<file path="src/rtl/control_pkg.sv">
// control_pkg: shared FSM states, frame layout constants and frame builder for control
package control_pkg;
  typedef enum logic [1:0] {IDLE, START, BITS, STOP} state_t;
  localparam int FRAME_BITS = 18;
  localparam logic RW_WRITE = 1'b0;
  localparam logic ACK_REL = 1'b1;
  function automatic logic [FRAME_BITS-1:0] frame(input logic [6:0] addr, input logic [7:0] data);
    return {addr, RW_WRITE, ACK_REL, data, ACK_REL};
  endfunction
endpackage

</file>
<file path="src/rtl/button_press.sv">
// button_press: 2-FF synchroniser plus one-shot press event for an active-low button
// Ports: clk, rst_n (sync, active-low), bbutton (async active-low button), press (1-clock registered pulse)
// CONTROL_DEBOUNCE_EN: when defined, press fires only after DEBOUNCE_CYCLES consecutive low samples
module button_press #(
  parameter int DEBOUNCE_CYCLES = 16
) (
  input  logic clk,
  input  logic rst_n,
  input  logic bbutton,
  output logic press
);
  logic s1, s2, armed, fire;
  if (DEBOUNCE_CYCLES < 1) begin : g_bad_cfg
    $error("DEBOUNCE_CYCLES must be at least 1");
  end
`ifdef CONTROL_DEBOUNCE_EN
  localparam int CW = $clog2(DEBOUNCE_CYCLES + 1);
  localparam logic [CW-1:0] FULL = CW'(DEBOUNCE_CYCLES);
  localparam logic [CW-1:0] LAST = CW'(DEBOUNCE_CYCLES - 1);
  logic [CW-1:0] cnt;
  // fires on the edge that brings the stable-low count up to DEBOUNCE_CYCLES
  assign fire = armed && !s2 && cnt == LAST;
  always_ff @(posedge clk) begin
    if (!rst_n) cnt <= '0;
    else cnt <= s2 ? '0 : (cnt != FULL ? cnt + 1'b1 : cnt);
  end
`else
  assign fire = armed && !s2;
`endif
  // armed drops after one event and only returns once the button is seen high again
  always_ff @(posedge clk) begin
    if (!rst_n) {s1, s2, armed, press} <= 4'b1110;
    else begin
      s1 <= bbutton;
      s2 <= s1;
      armed <= s2 || (armed && !fire);
      press <= fire;
    end
  end
endmodule

</file>
<file path="src/rtl/control.sv">
// control: button-triggered I2C-style write frame generator (START, addr+W, ACK, data counter, ACK, STOP)
// Ports: clk, rst_n (sync, active-low), bbutton (async active-low button), sck/sda (registered, idle high)
// CONTROL_DEBOUNCE_EN: enables the press debounce inside button_press
module control
  import control_pkg::*;
#(
  parameter int HALF_DIV = 4,
  parameter logic [6:0] ADDR = 7'h3C,
  parameter int DEBOUNCE_CYCLES = 16
) (
  input  logic clk,
  input  logic rst_n,
  input  logic bbutton,
  output logic sck,
  output logic sda
);
  localparam int DW = HALF_DIV > 1 ? $clog2(HALF_DIV) : 1;
  localparam logic [DW-1:0] DLAST = DW'(HALF_DIV - 1);
  localparam logic [4:0] ILAST = 5'(FRAME_BITS - 1);
  if (HALF_DIV < 1) begin : g_bad_cfg
    $error("HALF_DIV must be at least 1");
  end
  state_t state, state_n;
  logic [DW-1:0] div, div_n;
  logic [4:0] idx, idx_n;
  logic [FRAME_BITS-1:0] sh, sh_n;
  logic [7:0] data, data_n;
  logic ph, ph_n, sck_n, sda_n, press, last;
  button_press #(.DEBOUNCE_CYCLES(DEBOUNCE_CYCLES)) u_press (
    .clk(clk),
    .rst_n(rst_n),
    .bbutton(bbutton),
    .press(press)
  );
  assign last = div == DLAST;
  // outputs are computed alongside the next state so sck/sda leave flops in step with the FSM
  always_comb begin
    state_n = state;
    div_n = last ? '0 : div + 1'b1;
    ph_n = ph;
    idx_n = idx;
    sh_n = sh;
    data_n = data;
    sck_n = sck;
    sda_n = sda;
    case (state)
      IDLE: begin
        div_n = '0;
        if (press) begin
          state_n = START;
          sh_n = frame(ADDR, data);
          sck_n = 1'b1;
          sda_n = 1'b0;
        end
      end
      START: if (last) begin
        state_n = BITS;
        ph_n = 1'b0;
        idx_n = '0;
        sck_n = 1'b0;
        sda_n = sh[FRAME_BITS-1];
      end
      BITS: if (last) begin
        if (!ph) begin
          ph_n = 1'b1;
          sck_n = 1'b1;
        end else if (idx == ILAST) begin
          state_n = STOP;
          ph_n = 1'b0;
          sck_n = 1'b0;
          sda_n = 1'b0;
        end else begin
          ph_n = 1'b0;
          idx_n = idx + 1'b1;
          sh_n = sh << 1;
          sck_n = 1'b0;
          sda_n = sh[FRAME_BITS-2];
        end
      end
      STOP: if (last) begin
        if (!ph) begin
          ph_n = 1'b1;
          sck_n = 1'b1;
        end else begin
          state_n = IDLE;
          ph_n = 1'b0;
          sda_n = 1'b1;
          data_n = data + 1'b1;
        end
      end
      default: state_n = IDLE;
    endcase
  end
  always_ff @(posedge clk) begin
    if (!rst_n) begin
      state <= IDLE;
      div <= '0;
      ph <= 1'b0;
      idx <= '0;
      sh <= '0;
      data <= '0;
      sck <= 1'b1;
      sda <= 1'b1;
    end else begin
      state <= state_n;
      div <= div_n;
      ph <= ph_n;
      idx <= idx_n;
      sh <= sh_n;
      data <= data_n;
      sck <= sck_n;
      sda <= sda_n;
    end
  end
endmodule

</file>
<file path="config.mk">
export PLATFORM = sky130hd
export DESIGN_NAME = control
export DESIGN_NICKNAME = d
export VERILOG_FILES = /design/src/rtl/control_pkg.sv /design/src/rtl/button_press.sv /design/src/rtl/control.sv
export SDC_FILE = /design/constraint.sdc
export NUM_CORES = 1
export LEC_CHECK = 0
export ABC_AREA = 0
export CAP_MARGIN = 20
export CORE_UTILIZATION = 50
export DETAILED_ROUTE_END_ITERATION = 7
export DONT_BUFFER_PORTS = 1
export SLEW_MARGIN = 20
export SYNTH_ARGS = -nofsm -noshare
export SYNTH_HDL_FRONTEND = slang
export SYNTH_SLANG_ARGS = --single-unit
</file>
<file path="constraint.sdc">
create_clock -name clk -period 3.6 [get_ports clk]
set_clock_uncertainty 0.05 [all_clocks]
set_input_delay 0.36 -clock clk [delete_from_list [all_inputs] [get_ports clk]]
set_output_delay 0.36 -clock clk [all_outputs]
set_load 0.03 [all_outputs]
</file>
==> results.cfg <==
[synth]
yosys_warnings = 0
yosysTopAreaCell = dfxtp_1
yosys_most_used_dff = dfxtp_1
synth_commonest_cells = dfxtp_1 (42), nor2_1 (20), nand2_1 (17)
ys_ff_latch = 42
syn_nets = 206
syn_area_mm2 = 0.00190
synth_cell_types = 39
synth_cells = 194
synth_area_leaders = dfxtp_1 (44%), mux2i_1 (6.3%), ha_1 (5.9%)
synth_edf_count = 0
yosysSeqAreaShare_pct = 44.2
async_flop_share_pct = 0
avgSynthCellArea_um2 = 9.81
synth_most_common_cell = dfxtp_1
synth.top_cell.area_share_pct = 44.2

[worst_setup_path]
crit_type = flip-flop to flip-flop
cp.arrival_ps = 2640
crit_start = state[0]
cpPeakStageDelay_ps = 750
cp_slowest_cell = ha_1
worstPathMaxFanout = 19
crit_chain = inv_1 -> ha_1 -> nand3_2 -> nor2_1 -> nand2_1 -> o221a_2
crit_path_end_kind = flip-flop
r2r_end = sh[15]
regToRegSetupSlack_ps = 1100
reg2reg_from = state[0]
ff2ff_path_depth = 6
required_ps = 3730
crit_end = sh[15]
cp-start-kind = flip-flop

[sta]
hold_slack_ps = 92.2
period_needed_ps = 2500
rsz0062_at_grt = no
post-route-period-util_pct = 69.5
slew_violations = 0
worstMarginPinSlew_ps = 880
timing.fmax_mhz = 400
max_slew_margin_pct = 41.4
hold_viol = 0
tns_ps = 0
setup_violations = 0

[pwr]
peakVddDrop_uv = 434
powerDensity_mw_per_mm2 = 660
power_leakage_uw = 0.000734

[route]
wirelength_mm = 3.32
drc = 0
drtPass1Iterations = 4
via_count = 1353
ant_nets = 0
vias_per_cell = 5.66
drtIter0Drc = 71
wire_per_inst_um = 13.9

[placed_design]
place.gp.congestion = 0.742
hpwlAfterDp_mm = 2.29
io_buffers = 0

[final_layout]
n_fill_cell = 348
final_util_pct = 54.4
regArea_um2 = 841
drive_above_1_share_pct = 11.5
final_nets = 202
areaGrowthSynthToFinish_pct = 4.73
multiInputGateArea_um2 = 971
antennaDiodeCount = 0

[clock_tree]
cts.sinks = 42
numCtsBuffers = 5
cts_max_path_buffers = 2
cts_resized = 0
cts_tree = yes
insertion_delay_ps = 290
htree_levels = 2
cts_hold_buffers = 0
clockRootBuffer = clkbuf_8
post_cts_buffers = 0
clk_pin_slew_ps = 80

[grt]
grt_pass1_wl_mm = 5.87
grt_pass1_vias = 1316
track_usage_pct = 19.0
antenna_found_initial = 0
grt_max_degree = 23
overflow = 0

[floorplan]
rows = 22
fp.coreArea_mm2 = 0.00366
fp.dieH_um = 63.7
die_area_mm2 = 0.00406
io_pins = 5
initial_core_util_pct = 52.0
die_w_um = 63.7

[flow_run]
cap_viol_max_count = 0

[status]
status = finished, final reports clean

[worst_hold_path]
hp-class = primary input to flip-flop
-- worst min-delay path by stage --
stage	start	to	slack [ps]	depth (start not counted)
floorplan	u_press.s1	u_press.s2	340	1
global placement	u_press.s1	u_press.s2	340	1
detailed placement	u_press.s1	u_press.s2	350	1
CTS	rst_n	u_press.s2	80	1
global route	rst_n	sck	80	1
finish	rst_n	u_press.s2	90	1
-- metal layers --
layer / vias up / part of all wire [%] / global-route usage, %
met5: - / 0 / 0
met4: 0 / 1.4 / 8.52
met3: 5 / 3.5 / 5.62
met2: 19 / 49 / 32.4
met1: 650 / 46 / 21.7
li1: 679 / - / -
-- power by group --
group / switching (uW) / internal, uW / leakage [uW]
clock: 150 / 155 / 0.0000482
sequential: 73.2 / 556 / 0.000342
combinational: 217 / 164 / 0.000344
-- cells in the final DEF (no fill, tap or decap), drive strengths merged --
cell type,count
dfxtp,42
nor2,20
nand2,17
mux2i,12
a21oi,10
ha,9
inv,8
a211oi,8
clkbuf,7
xor2,6
o22ai,6
nand4,5
o221a,5
nand2b,4
xnor2,4
nor3,3
o21ai,3
and3,3
o221ai,2
mux2,2
nand3,2
and4bb,1
and2,1
a21o,1
a31oi,1
o311ai,1
nor4b,1
nand3b,1
o211a,1
nor4,1
o31a,1
o21a,1
nor3b,1
clkinv,1
-- critical path: cells and delay by family, from the launching register on --
kind	cells	cell delay (ps)
compound gates	1	360
fa+ha+maj	1	750
buf+inv	1	120
flops	1	360
simple gates	3	750
-- per-stage QoR --
| step | area, um2 | setup WS (ps) | power, uW | std cells |
|---|---|---|---|---|
| floorplan | 1900 | 1840 | 981 | 194 |
| global placement | 1900 | 1190 | 1010 | 231 |
| detailed placement | 1900 | 1070 | 1020 | 231 |
| CTS | 1990 | 1070 | 1330 | 239 |
| global route | 1990 | 881 | 1400 | 239 |
| finish | 1990 | 1100 | 1310 | 239 |
-- area by class of cell --
class	instances	area share (%)
tap	48	3.01
multi-input combinational	133	48.7
sequential	42	42.2
inverter	8	1.51
clock buffer	7	4.33
clock inverter	1	0.251
-- flip-flops by register name, indices dropped and copies added (netlist names), 2 cells and up --
name,count
sh,18
div,2
state,2
idx,5
data,8
-- kinds of logic after synthesis --
logic type / Yosys count / share of synthesized area (%)
xor+xnor: 10 / 4.60
simple gates: 60 / 15.7
flops: 42 / 44.2
fa+ha+maj: 9 / 5.92
buf+inv: 19 / 4.80
compound gates: 40 / 17.3
mux: 14 / 7.50
No activity file was read; power rests on OpenSTA's default activity.
